### config.mk
export PLATFORM = sky130hd
export DESIGN_NAME = display_sequencer
export DESIGN_NICKNAME = d
export VERILOG_FILES = /design/src/rtl/display_sequencer_pkg.sv /design/src/rtl/display_sequencer_cycle_timer.sv /design/src/rtl/display_sequencer.sv
export SDC_FILE = /design/constraint.sdc
export NUM_CORES = 1
export LEC_CHECK = 0
export CELL_PAD_IN_SITES_DETAIL_PLACEMENT = 0
export CELL_PAD_IN_SITES_GLOBAL_PLACEMENT = 1
export CORE_ASPECT_RATIO = 1.4
export CORE_MARGIN = 1.5
export CORE_UTILIZATION = 43
export CTS_BUF_LIST = sky130_fd_sc_hd__clkbuf_16
export CTS_CLUSTER_SIZE = 28
export DETAILED_ROUTE_END_ITERATION = 8
export HOLD_SLACK_MARGIN = 0.12
export PLACE_DENSITY_LB_ADDON = 0.25
export SLEW_MARGIN = 20
export SYNTH_ARGS = -nofsm -noshare
export SYNTH_HDL_FRONTEND = slang
export SYNTH_SLANG_ARGS = --single-unit
### constraint.sdc
create_clock -name clk -period 2.3 [get_ports clk]
set_input_delay 0.46 -clock clk [delete_from_list [all_inputs] [get_ports clk]]
set_output_delay 0.46 -clock clk [all_outputs]
set_load 0.02 [all_outputs]
### src/rtl/display_sequencer_pkg.sv
// Shared types and helpers for the display sequencer: FSM states, blank codes
// and the BCD sanitizer used when capturing a drawn number.
package disp_pkg;

    typedef enum logic [1:0] {
        IDLE  = 2'd0,
        BLANK = 2'd1,
        SHOW  = 2'd2
    } state_e;

    localparam logic [3:0] BLANK_NIBBLE = 4'hF;
    localparam logic [7:0] BLANK_BYTE   = 8'hFF;

    // Any nibble outside 0..9 becomes the blank code so the digit stays dark.
    function automatic logic [7:0] bcd_sanitize(input logic [7:0] value);
        logic [3:0] tens;
        logic [3:0] units;
        tens  = (value[7:4] > 4'd9) ? BLANK_NIBBLE : value[7:4];
        units = (value[3:0] > 4'd9) ? BLANK_NIBBLE : value[3:0];
        return {tens, units};
    endfunction

endpackage

### src/rtl/display_sequencer_cycle_timer.sv
// Loadable down-counter that saturates at zero; done is high while the count is zero.
module cycle_timer #(
    parameter int WIDTH = 8
) (
    input  logic             clk,
    input  logic             rst,
    input  logic             load,
    input  logic [WIDTH-1:0] load_val,
    input  logic             dec,
    output logic             done
);

    logic [WIDTH-1:0] count_q;
    logic [WIDTH-1:0] count_d;

    // Next count: a load wins over a decrement; the count never wraps below zero.
    always_comb begin
        count_d = count_q;
        if (load) begin
            count_d = load_val;
        end else if (dec && (count_q != {WIDTH{1'b0}})) begin
            count_d = count_q - WIDTH'(1);
        end else begin
            count_d = count_q;
        end
    end

    // Count register.
    always_ff @(posedge clk) begin
        if (rst) begin
            count_q <= {WIDTH{1'b0}};
        end else begin
            count_q <= count_d;
        end
    end

    assign done = (count_q == {WIDTH{1'b0}});

endmodule

### src/rtl/display_sequencer.sv
// Sequences drawn BINGO numbers onto display pairs 1/2 with blank gap, hold time
// and bingo blink. Optional blank gap is built when DISP_BLANK_GAP_EN is defined.
module display_sequencer
    import disp_pkg::*;
#(
    parameter int HOLD_CYCLES  = 50_000_000,
    parameter int BLANK_CYCLES = 5_000_000,
    parameter int BLINK_HALF   = 12_500_000
) (
    input  logic       clk,
    input  logic       rst,
    input  logic       in_valid,
    output logic       in_ready,
    input  logic [7:0] in_bcd,
    input  logic       clear,
    input  logic       bingo,
    output logic [7:0] number_1,
    output logic [7:0] number_2,
    output logic       enable_displays_1,
    output logic       enable_displays_2,
    output logic       busy
);

    localparam int SEQ_MAX = (HOLD_CYCLES > BLANK_CYCLES) ? HOLD_CYCLES : BLANK_CYCLES;
    localparam int CNT_MAX = (SEQ_MAX > BLINK_HALF) ? SEQ_MAX : BLINK_HALF;
    localparam int CW      = $clog2(CNT_MAX + 1);

    localparam logic [CW-1:0] HOLD_LOAD  = CW'(HOLD_CYCLES - 1);
    localparam logic [CW-1:0] BLINK_LOAD = CW'(BLINK_HALF - 1);
`ifdef DISP_BLANK_GAP_EN
    localparam logic [CW-1:0] BLANK_LOAD = CW'(BLANK_CYCLES - 1);
`endif

    state_e     state_q, state_d;
    logic [7:0] number_1_q, number_1_d;
    logic [7:0] number_2_q, number_2_d;
    logic       en1_q, en1_d;
    logic       en2_q, en2_d;
    logic       hist_valid_q, hist_valid_d;
    logic       blink_active_q, blink_active_d;

    logic          accept;
    logic          blink_ok;
    logic          seq_load, seq_dec, seq_done;
    logic [CW-1:0] seq_load_val;
    logic          blink_load, blink_dec, blink_done;
    logic [CW-1:0] blink_load_val;

    assign in_ready = (state_q == IDLE) && !bingo;
    assign accept   = in_valid && in_ready;
    assign blink_ok = ((state_q == IDLE) || (state_q == SHOW)) &&
                      (hist_valid_q || (number_1_q != BLANK_BYTE));

    cycle_timer #(.WIDTH(CW)) u_seq_timer (
        .clk      (clk),
        .rst      (rst),
        .load     (seq_load),
        .load_val (seq_load_val),
        .dec      (seq_dec),
        .done     (seq_done)
    );

    cycle_timer #(.WIDTH(CW)) u_blink_timer (
        .clk      (clk),
        .rst      (rst),
        .load     (blink_load),
        .load_val (blink_load_val),
        .dec      (blink_dec),
        .done     (blink_done)
    );

    // Next-state, capture and blink control.
    always_comb begin
        state_d        = state_q;
        number_1_d     = number_1_q;
        number_2_d     = number_2_q;
        en1_d          = en1_q;
        en2_d          = en2_q;
        hist_valid_d   = hist_valid_q;
        blink_active_d = blink_active_q;
        seq_load       = 1'b0;
        seq_load_val   = {CW{1'b0}};
        seq_dec        = 1'b0;
        blink_load     = 1'b0;
        blink_load_val = {CW{1'b0}};
        blink_dec      = 1'b0;

        if (clear) begin
            state_d        = IDLE;
            number_1_d     = BLANK_BYTE;
            number_2_d     = BLANK_BYTE;
            en1_d          = 1'b0;
            en2_d          = 1'b0;
            hist_valid_d   = 1'b0;
            blink_active_d = 1'b0;
            seq_load       = 1'b1;
            blink_load     = 1'b1;
        end else begin
            case (state_q)
                IDLE: begin
                    if (accept) begin
                        number_1_d   = bcd_sanitize(in_bcd);
                        number_2_d   = number_1_q;
                        en2_d        = hist_valid_q;
                        hist_valid_d = 1'b1;
                        seq_load     = 1'b1;
`ifdef DISP_BLANK_GAP_EN
                        en1_d        = 1'b0;
                        seq_load_val = BLANK_LOAD;
                        state_d      = BLANK;
`else
                        en1_d        = 1'b1;
                        seq_load_val = HOLD_LOAD;
                        state_d      = SHOW;
`endif
                    end else begin
                        state_d = IDLE;
                    end
                end
`ifdef DISP_BLANK_GAP_EN
                BLANK: begin
                    seq_dec = 1'b1;
                    if (seq_done) begin
                        en1_d        = 1'b1;
                        seq_load     = 1'b1;
                        seq_load_val = HOLD_LOAD;
                        state_d      = SHOW;
                    end else begin
                        state_d = BLANK;
                    end
                end
`endif
                SHOW: begin
                    seq_dec = 1'b1;
                    if (seq_done) begin
                        state_d = IDLE;
                    end else begin
                        state_d = SHOW;
                    end
                end
                default: begin
                    state_d = IDLE;
                end
            endcase

            // The first bingo edge forces pair 1 dark, then it toggles every BLINK_HALF cycles.
            if (bingo && blink_ok) begin
                if (!blink_active_q) begin
                    en1_d          = 1'b0;
                    blink_active_d = 1'b1;
                    blink_load     = 1'b1;
                    blink_load_val = BLINK_LOAD;
                end else if (blink_done) begin
                    en1_d          = !en1_q;
                    blink_load     = 1'b1;
                    blink_load_val = BLINK_LOAD;
                end else begin
                    blink_dec = 1'b1;
                end
            end else if (blink_active_q) begin
                en1_d          = 1'b1;
                blink_active_d = 1'b0;
                blink_load     = 1'b1;
            end else begin
                blink_active_d = 1'b0;
            end
        end
    end

    // State and output registers.
    always_ff @(posedge clk) begin
        if (rst) begin
            state_q        <= IDLE;
            number_1_q     <= BLANK_BYTE;
            number_2_q     <= BLANK_BYTE;
            en1_q          <= 1'b0;
            en2_q          <= 1'b0;
            hist_valid_q   <= 1'b0;
            blink_active_q <= 1'b0;
        end else begin
            state_q        <= state_d;
            number_1_q     <= number_1_d;
            number_2_q     <= number_2_d;
            en1_q          <= en1_d;
            en2_q          <= en2_d;
            hist_valid_q   <= hist_valid_d;
            blink_active_q <= blink_active_d;
        end
    end

    assign number_1          = number_1_q;
    assign number_2          = number_2_q;
    assign enable_displays_1 = en1_q;
    assign enable_displays_2 = en2_q;
    assign busy              = (state_q != IDLE);

endmodule

Yosys cells after proc, flatten, opt, wreduce, memory -nomap -nowiden. Cells that the tools add are included.

Output and inout port bits: 20. Register bits: 74.

Order comparisons: 2. Reduce and logical (&&, ||, !) cells: 20. Multiplexer cells: 37. Eq/ne operators: 2. $add $sub $neg: 2.

Operators with widths (count): $mux W26 (7); $mux W24 (4); $logic_not A26 Y1 (2); $reduce_bool A26 Y1 (2); $sub A26 B1 Y26 const B (2); $mux W1 (21); $gt A4 B4 Y1 const B (2); $mux W4 (2); $ne A8 B8 Y1 const B (1); $logic_and A1 B1 Y1 (6); $reduce_bool A2 Y1 (3); $mux W2 (2); $pmux W2 S2 (1); $eq A2 B2 Y1 const B (1); $logic_not A1 Y1 (2); $logic_not A2 Y1 (1); $logic_or A1 B1 Y1 (2); $reduce_and A2 Y1 (1); $reduce_or A2 Y1 (1).

Longest topological paths before layout. Gate-level depths: netlist (run 1).

Word-level depth: 9. Mapped depth: 9.

Hierarchy. Synthesis (run 1) repeated with hierarchy kept, for this count alone.

Cell total of the unflattened synthesis: 517. Area total of the unflattened synthesis: 4251.6 µm².

Modules (own cells, without submodules): cycle_timer (times used 2, area an instance 1654.1 µm², cells an instance 201); display_sequencer (times used 1, area an instance 943.4 µm², cells an instance 115).

Least setup slack after synthesis (run 1). No wires, ideal clock.

Path kind: flip-flop to flip-flop. From: register u_blink_timer.count_q[0]. To: register u_blink_timer.count_q[14]. Path buffers: 2. Cell stages (with the launch flop): 10. Data arrival time: 1888 ps. Data required time: 2183 ps. Setup time: 117 ps. Path slack: 295 ps. Cell sequence: dfxtp_1 > inv_1 > ha_1 > or4b_1 > nor3_2 > and4b_1 > buf_2 > o31a_1 > buf_2 > nor2_1.

Cells in the longest elaborated chain, start to end: 7.

RTL lines: start, declared (RTL line display_sequencer_cycle_timer.sv:13) `logic [WIDTH-1:0] count_q;`; start signal, assigned (RTL line display_sequencer_cycle_timer.sv:31) `count_q <= {WIDTH{1'b0}};`; start signal, assigned (RTL line display_sequencer_cycle_timer.sv:33) `count_q <= count_d;`; parallel branches: the longest is 7 deep, another holds $sub A26 B1 Y26.

Several ways; the timed one is not identified. The select of a mux whose other input is x is not followed. A chain may end at the register's enable or synchronous reset.

Worst setup path in the final report (run 1).
From: input bingo. To: output in_ready.

Cells in the longest elaborated chain, start to end: 2.

RTL lines: start, declared (RTL line display_sequencer.sv:16) `input logic bingo,`; $logic_not A1 Y1 (RTL line display_sequencer.sv:49) `assign in_ready = (state_q == IDLE) && !bingo;`; $logic_and A1 B1 Y1 (RTL line display_sequencer.sv:49); end, declared (RTL line display_sequencer.sv:13) `output logic in_ready,`.

No other way between the ends.

==> results of run 1 <==
flip-flops by register name, summed over array words and instances (netlist names):
| register | flops |
|---|---|
| enable_displays_2 | 1 |
| blink_active_q | 1 |
| number_1 | 8 |
| enable_displays_1 | 1 |
| state_q | 1 |
| hist_valid_q | 1 |
| u_seq_timer.count_q | 26 |
| u_blink_timer.count_q | 26 |
| number_2 | 8 |
through the flow:
stage / power (W) / setup WS (ns) / setup TNS, ns / util, %
2_1_floorplan: 0.001961 / 0.2948 / 0 / -
3_3_place_gp: 0.002242 / 0.09044 / 0 / 52.30
3_5_place_dp: 0.002242 / 0.07024 / 0 / 52.30
4_1_cts: 0.003633 / 0.08685 / 0 / 55.90
5_1_grt: 0.003818 / -0.03062 / -0.03062 / 56.26
6_report: 0.003628 / 0.09738 / 0 / 56.26
power by group:
part	leakage (nW)	internal [W]	total (W)	switching, W
clock network	0.130	0.000836	0.00139	0.000551
registers	0.594	0.00133	0.00140	0.0000734
logic	1.05	0.000370	0.000841	0.000472
total	1.77	0.00253	0.00363	0.00110
cells by family after synthesis:
kind of cell / share of synthesized area, %
xor gates and xnor gates: 4.389
AOI/OAI and AO/OA: 20.69
muxes: 0.8708
buffers and inverters: 3.762
and+or+nand+nor: 28.91
adders and majority gates: 0.6965
DFF: 40.68
Yosys cell counts, types with 5 or more instances:
master / n / area [µm²]
or4_1: 8 / 60.06
clkbuf_1: 19 / 71.32
or3_1: 7 / 43.79
a311oi_1: 11 / 96.34
o31ai_1: 5 / 37.54
o21ai_0: 6 / 30.03
inv_1: 7 / 26.28
a211oi_1: 10 / 75.07
nor3_1: 25 / 125.1
nand3_1: 15 / 75.07
o211ai_1: 6 / 45.04
xor2_1: 7 / 61.31
dfxtp_1: 73 / 1461
nor2_1: 35 / 131.4
nor4_1: 14 / 87.58
nand2_1: 50 / 187.7
o22ai_1: 6 / 37.54
a21oi_1: 24 / 120.1
xnor2_1: 11 / 96.34
and3_1: 6 / 37.54
a31oi_1: 5 / 31.28
what timing repair did:
item                                    CTS  global route
resized for setup                         0             4
hold buffers                              0             0
buffers inserted                          0             0
endpoints found under the setup margin    0             7
how the worst min path moves through the flow:
stage / from / endpoint / slack, ns / depth (start not counted)
after floorplan: u_seq_timer.count_q[25]$_SDFFE_PP0P_ / u_seq_timer.count_q[25]$_SDFFE_PP0P_ / 0.44 / 2
after global placement: enable_displays_2$_SDFFE_PP0P_ / enable_displays_2$_SDFFE_PP0P_ / 0.44 / 2
after detailed placement: enable_displays_2$_SDFFE_PP0P_ / enable_displays_2$_SDFFE_PP0P_ / 0.45 / 2
after CTS: enable_displays_2$_SDFFE_PP0P_ / enable_displays_2$_SDFFE_PP0P_ / 0.45 / 2
after global routing: enable_displays_2$_SDFFE_PP0P_ / enable_displays_2$_SDFFE_PP0P_ / 0.49 / 2
final: enable_displays_2$_SDFFE_PP0P_ / enable_displays_2$_SDFFE_PP0P_ / 0.45 / 2
worst min-delay path, cell delays in order (launching register included):
cell	delay (ns)
dfxtp_1	0.30
nand2_1	0.05
a21oi_1	0.05
layer usage:
metal | part of all wire, % | GRT usage (%) | up-vias
li1 | - | - | 1731
met2 | 51 | 36.08 | 61
met4 | 2.7 | 10.46 | 0
met1 | 44 | 27.87 | 1556
met3 | 2.7 | 4.774 | 18
met5 | 0 | 0 | -
area by class of cell:
class | count | area (µm²)
repair buffers | 71 | 638.1
multi-input cells | 321 | 2037
flip-flops and latches | 73 | 1461
inverters | 7 | 26.28
well taps | 102 | 127.6
fillers | 734 | 3565
clock inverters | 6 | 68.82
clock buffers | 9 | 225.2
==> results.sh, run 1 <==
export IMPL_status="complete, no violations"
export IMPL_cp_top_family="buffers and inverters"
export IMPL_critPathMaxStageDelay_ns=0.63
export IMPL_drv_slew=0
export IMPL_start_util_pct=44.08
export IMPL_drc_errors=0
export IMPL_rows=39
export IMPL_die_area_mm2=0.008919
export IMPL_crit_slowest_cell="clkdlybuf4s50_1"
export IMPL_fmax_ghz=0.4540
export IMPL_worst_pin_slew_ns=0.5731
export IMPL_crit_chain="clkdlybuf4s50_1 -> nor2_1 -> clkdlybuf4s50_1"
export IMPL_synthFlopType="dfxtp_1"
export IMPL_yosys_warnings=0
export IMPL_fin_nets=498
export IMPL_insertion_delay_ns=0.34
export IMPL_cellLeakagePower_nw=1.772
export IMPL_grt_pass1_wl_um=15620
export IMPL_drt_initial_drc_count=226
export IMPL_startpoint_type="primary input"
export IMPL_htree_levels=3
export IMPL_synth_seq_cells=73
export IMPL_die_y_um=111.1
export IMPL_required_ns=1.84
export IMPL_maxCapViolCount=0
export IMPL_place_congestion=0.8881
export IMPL_vias_per_cell=5.715
export IMPL_setup_viol=0
export IMPL_dp_hpwl_um=6775
export IMPL_dieWidth_um=80.25
export IMPL_hold_slack_ns=0.4485
export IMPL_synthCells=426
export IMPL_finalCritPeriodShare_pct=95.77
export IMPL_final_hold_viol_count=0
export IMPL_routedWlPerCell_um=15.90
export IMPL_timing_rr_start="u_blink_timer.count_q[0]$_SDFFE_PP0P_"
export IMPL_clockBufferDepth=2
export IMPL_grt_max_degree=21
export IMPL_io_pins=33
export IMPL_setup_reg_to_reg_worst_slack_ns=0.15
export IMPL_grt_ovfl_total=0
export IMPL_final_common_cell="dfxtp_1"
export IMPL_drt_wl_total_um=9363
export IMPL_critPathMaxFanout=3
export IMPL_async_flop_share_pct=0
export IMPL_core_mm2=0.008149
export IMPL_antenna_found_initial=0
export IMPL_layout_common_cells="dfxtp_1 (73), nand2_1 (50), buf_4 (37)"
export IMPL_dr_pass1_iters=4
export IMPL_crit_type="primary input to output port"
export IMPL_numPortBuffers=32
export IMPL_place_area_mm2=0.004262
export IMPL_path_common_cell="clkdlybuf4s50_1"
export IMPL_avgSynthCellArea_um2=8.432
export IMPL_endpoint="in_ready"
export IMPL_numCtsBuffers=9
export IMPL_via_count=3366
export IMPL_drive_gt1_share_pct=14.17
export IMPL_syn_to_final_growth_pct=27.62
export IMPL_clock_skew_ns=0.009027
export IMPL_syn_cell_area_mm2=0.003592
export IMPL_synth_seq_area_share_pct=40.68
export IMPL_worstPathArrival_ns=1.74
export IMPL_layout_min_cycle_time_ns=2.203
export IMPL_cts_sinks=73
export IMPL_reg2reg_depth=8
export IMPL_irDropWorstVdd_mv=0.5310
export IMPL_ant_nets=0
export IMPL_worstHoldPathType="flop to flop"
export IMPL_cts_tree="done"
export IMPL_slew_headroom_pct=60.80
export IMPL_final_cells=589
export IMPL_crit_buf_inv=2
export IMPL_end_kind="output port"
export IMPL_place_inst=574
export IMPL_synth_edf_count=0
export IMPL_worstSetupStartpoint="bingo"
export IMPL_grt_pass1_vias=3247
export IMPL_grt_usage_pct=22.35
export IMPL_num_antenna_cells=0
export IMPL_crit_cells=3
export IMPL_path_clk_slew_ns=0.06
export IMPL_r2r_end="u_blink_timer.count_q[18]$_SDFFE_PP0P_"
export IMPL_power_density_mw_per_mm2=791.3
export IMPL_root_buffer="clkbuf_16"
export IMPL_yosysUniqueCellTypes=64
export IMPL_stdcell_area_mm2=0.004584
export IMPL_syn_nets=441
No activity file was read; power rests on OpenSTA's default activity.
==> run 2: changes to the inputs <==
--- a/constraint.sdc
+++ b/constraint.sdc
@@ -3,2 +3,2 @@
 set_output_delay 0.46 -clock clk [all_outputs]
-set_load 0.02 [all_outputs]
+set_load 0.01 [all_outputs]
==> run 2 against run 1 <==
Routed wire length rose by 7.3%. Final cell count rose by 1.7%. First-iteration DRC count fell by 21%. Clock power rose by 6%. Via count rose by 3.6%. Clock skew fell by 0.0045 ns. Combinational power rose by 4.5%. Sequential power barely moved. Sequential share of layout area fell by 0.87 points.
==> results.sh, run 2 (synthesis gave the netlist of run 1 again) <==
export IMPL_vias_per_cell=5.820
export IMPL_critPathMaxFanout=3
export IMPL_insertion_delay_ns=0.34
export IMPL_clock_skew_ns=0.004555
export IMPL_die_area_mm2=0.008919
export IMPL_slew_headroom_pct=59.42
export IMPL_crit_buf_inv=2
export IMPL_ant_nets=0
export IMPL_grt_ovfl_total=0
export IMPL_status="complete, no violations"
export IMPL_numPortBuffers=32
export IMPL_clockBufferDepth=2
export IMPL_total_power_w=0.003755
export IMPL_core_mm2=0.008149
export IMPL_drv_slew=0
export IMPL_switching_share_pct=29.24
export IMPL_cellLeakagePower_nw=1.845
export IMPL_root_buffer="clkbuf_16"
export IMPL_crit_cells=3
export IMPL_worstHoldPathType="flop to flop"
export IMPL_via_count=3486
export IMPL_p_sw_w=0.001098
export IMPL_place_inst=578
export IMPL_cp_top_family="buffers and inverters"
export IMPL_antenna_found_initial=0
export IMPL_crit_slowest_cell="clkdlybuf4s50_1"
export IMPL_worst_pin_slew_ns=0.6032
export IMPL_final_hold_viol_count=0
export IMPL_final_cells=599
export IMPL_fin_nets=507
export IMPL_power_density_mw_per_mm2=796.7
export IMPL_cts_sinks=73
export IMPL_worstPathArrival_ns=1.75
export IMPL_reg2reg_depth=9
export IMPL_routedWlPerCell_um=16.77
export IMPL_drive_gt1_share_pct=16.30
export IMPL_startpoint_type="primary input"
export IMPL_critPathMaxStageDelay_ns=0.57
export IMPL_required_ns=1.84
export IMPL_htree_levels=3
export IMPL_end_kind="output port"
export IMPL_drt_wl_total_um=10050
export IMPL_path_clk_slew_ns=0.05
export IMPL_dieWidth_um=80.25
export IMPL_finalCritPeriodShare_pct=96.16
export IMPL_hold_path_depth=2
export IMPL_grt_usage_pct=23.84
export IMPL_grt_max_degree=21
export IMPL_grt_pass1_vias=3408
export IMPL_cts_tree="done"
export IMPL_io_pins=33
export IMPL_top_regs="u_blink_timer.count_q (26), u_seq_timer.count_q (26)"
export IMPL_fmax_ghz=0.4521
export IMPL_path_common_cell="clkdlybuf4s50_1"
export IMPL_p_comb_share_pct=23.4
export IMPL_die_y_um=111.1
export IMPL_drt_initial_drc_count=178
export IMPL_rows=39
export IMPL_syn_to_final_growth_pct=31.21
export IMPL_num_antenna_cells=0
export IMPL_place_congestion=0.8247
export IMPL_layout_min_cycle_time_ns=2.212
export IMPL_internal_power_w=0.002657
export IMPL_layout_common_cells="dfxtp_1 (73), nand2_1 (50), buf_4 (45)"
export IMPL_dr_pass1_iters=4
export IMPL_drc_errors=0
export IMPL_crit_chain="clkdlybuf4s50_1 -> nor2_1 -> clkdlybuf4s50_1"
export IMPL_numCtsBuffers=9
export IMPL_maxCapViolCount=0
export IMPL_crit_type="primary input to output port"
export IMPL_grt_pass1_wl_um=16540
export IMPL_irDropWorstVdd_mv=0.4558
export IMPL_clkPwrFrac_pct=39.3
export IMPL_setup_viol=0
export IMPL_dp_hpwl_um=7111
export IMPL_final_common_cell="dfxtp_1"
export IMPL_start_util_pct=44.08
export IMPL_power_share_sequential_pct=37.3
[run 2: changes by cell type in the layout (fill, tap and decap cells not counted), moves of 2 or more]
cell	previous run	this run
buf_4	37	45
clkinvlp_4	4	0
clkinv_1	0	3
ha_1	2	0
ha_2	0	2
[run 2: metrics by stage]
step / worst slack [ns] / cell area [µm²] / utilization [%] / hold WS, ns / TNS, ns
after global routing: -0.004019 / 4713 / 57.84 / 0.4706 / -0.004019
final: 0.08825 / 4713 / 57.84 / 0.4579 / 0
after detailed placement: 0.005456 / 4315 / 52.96 / 0.4512 / 0
after CTS: 0.01176 / 4626 / 56.76 / 0.4588 / 0
after floorplan: 0.2948 / 3592 / - / 0.4380 / 0
after global placement: -0.2252 / 4304 / 52.82 / 0.4469 / -2.950
[run 2: metal layers]
metal | up-vias | GRT usage [%] | wire, µm | share of wire [%]
li1 | 1744 | - | - | -
met1 | 1641 | 27.92 | 4177 | 42
met2 | 69 | 39.50 | 5132 | 51
met3 | 32 | 4.527 | 273 | 2.7
met4 | 0 | 13.91 | 463 | 4.6
met5 | - | 0 | 0 | 0
[run 2: final timing paths]
kind,slack (ns),end,startpoint
worst min register to register,0.46,enable_displays_2$_SDFFE_PP0P_,enable_displays_2$_SDFFE_PP0P_
worst max-delay path,0.09,in_ready,bingo
worst min-delay path,0.46,enable_displays_2$_SDFFE_PP0P_,enable_displays_2$_SDFFE_PP0P_
worst max register to register,0.15,u_blink_timer.count_q[20]$_SDFFE_PP0P_,u_blink_timer.count_q[1]$_SDFFE_PP0P_
[run 2: power by group through the flow]
stage                     logic, W  registers (W)  clock network, W
after floorplan           0.000544        0.00141                 0
after global placement    0.000817        0.00142                 0
after detailed placement  0.000825        0.00142                 0
after CTS                 0.000832        0.00139           0.00151
after global routing      0.000969        0.00141           0.00157
final                     0.000879        0.00140           0.00148
[run 2: area by class of cell]
cell class | count | area [µm²]
multi-input cells | 321 | 2069
clock inverters | 7 | 85.08
clock buffers | 9 | 225.2
fillers | 760 | 3436
repair buffers | 80 | 718.2
flip-flops and latches | 73 | 1461
inverters | 7 | 26.28
well taps | 102 | 127.6
[run 2: worst min-delay path, delay by kind of cell (launching register included)]
family / cells / cell delay [ns]
flip-flops: 1 / 0.31
AND/OR/NAND/NOR: 1 / 0.05
AO/OA/AOI/OAI: 1 / 0.05
[run 2: what timing repair did]
action	in CTS	in global routing
hold buffers	0	0
setup buffers	0	5
gates resized for setup	0	10
setup endpoints to repair	0	22
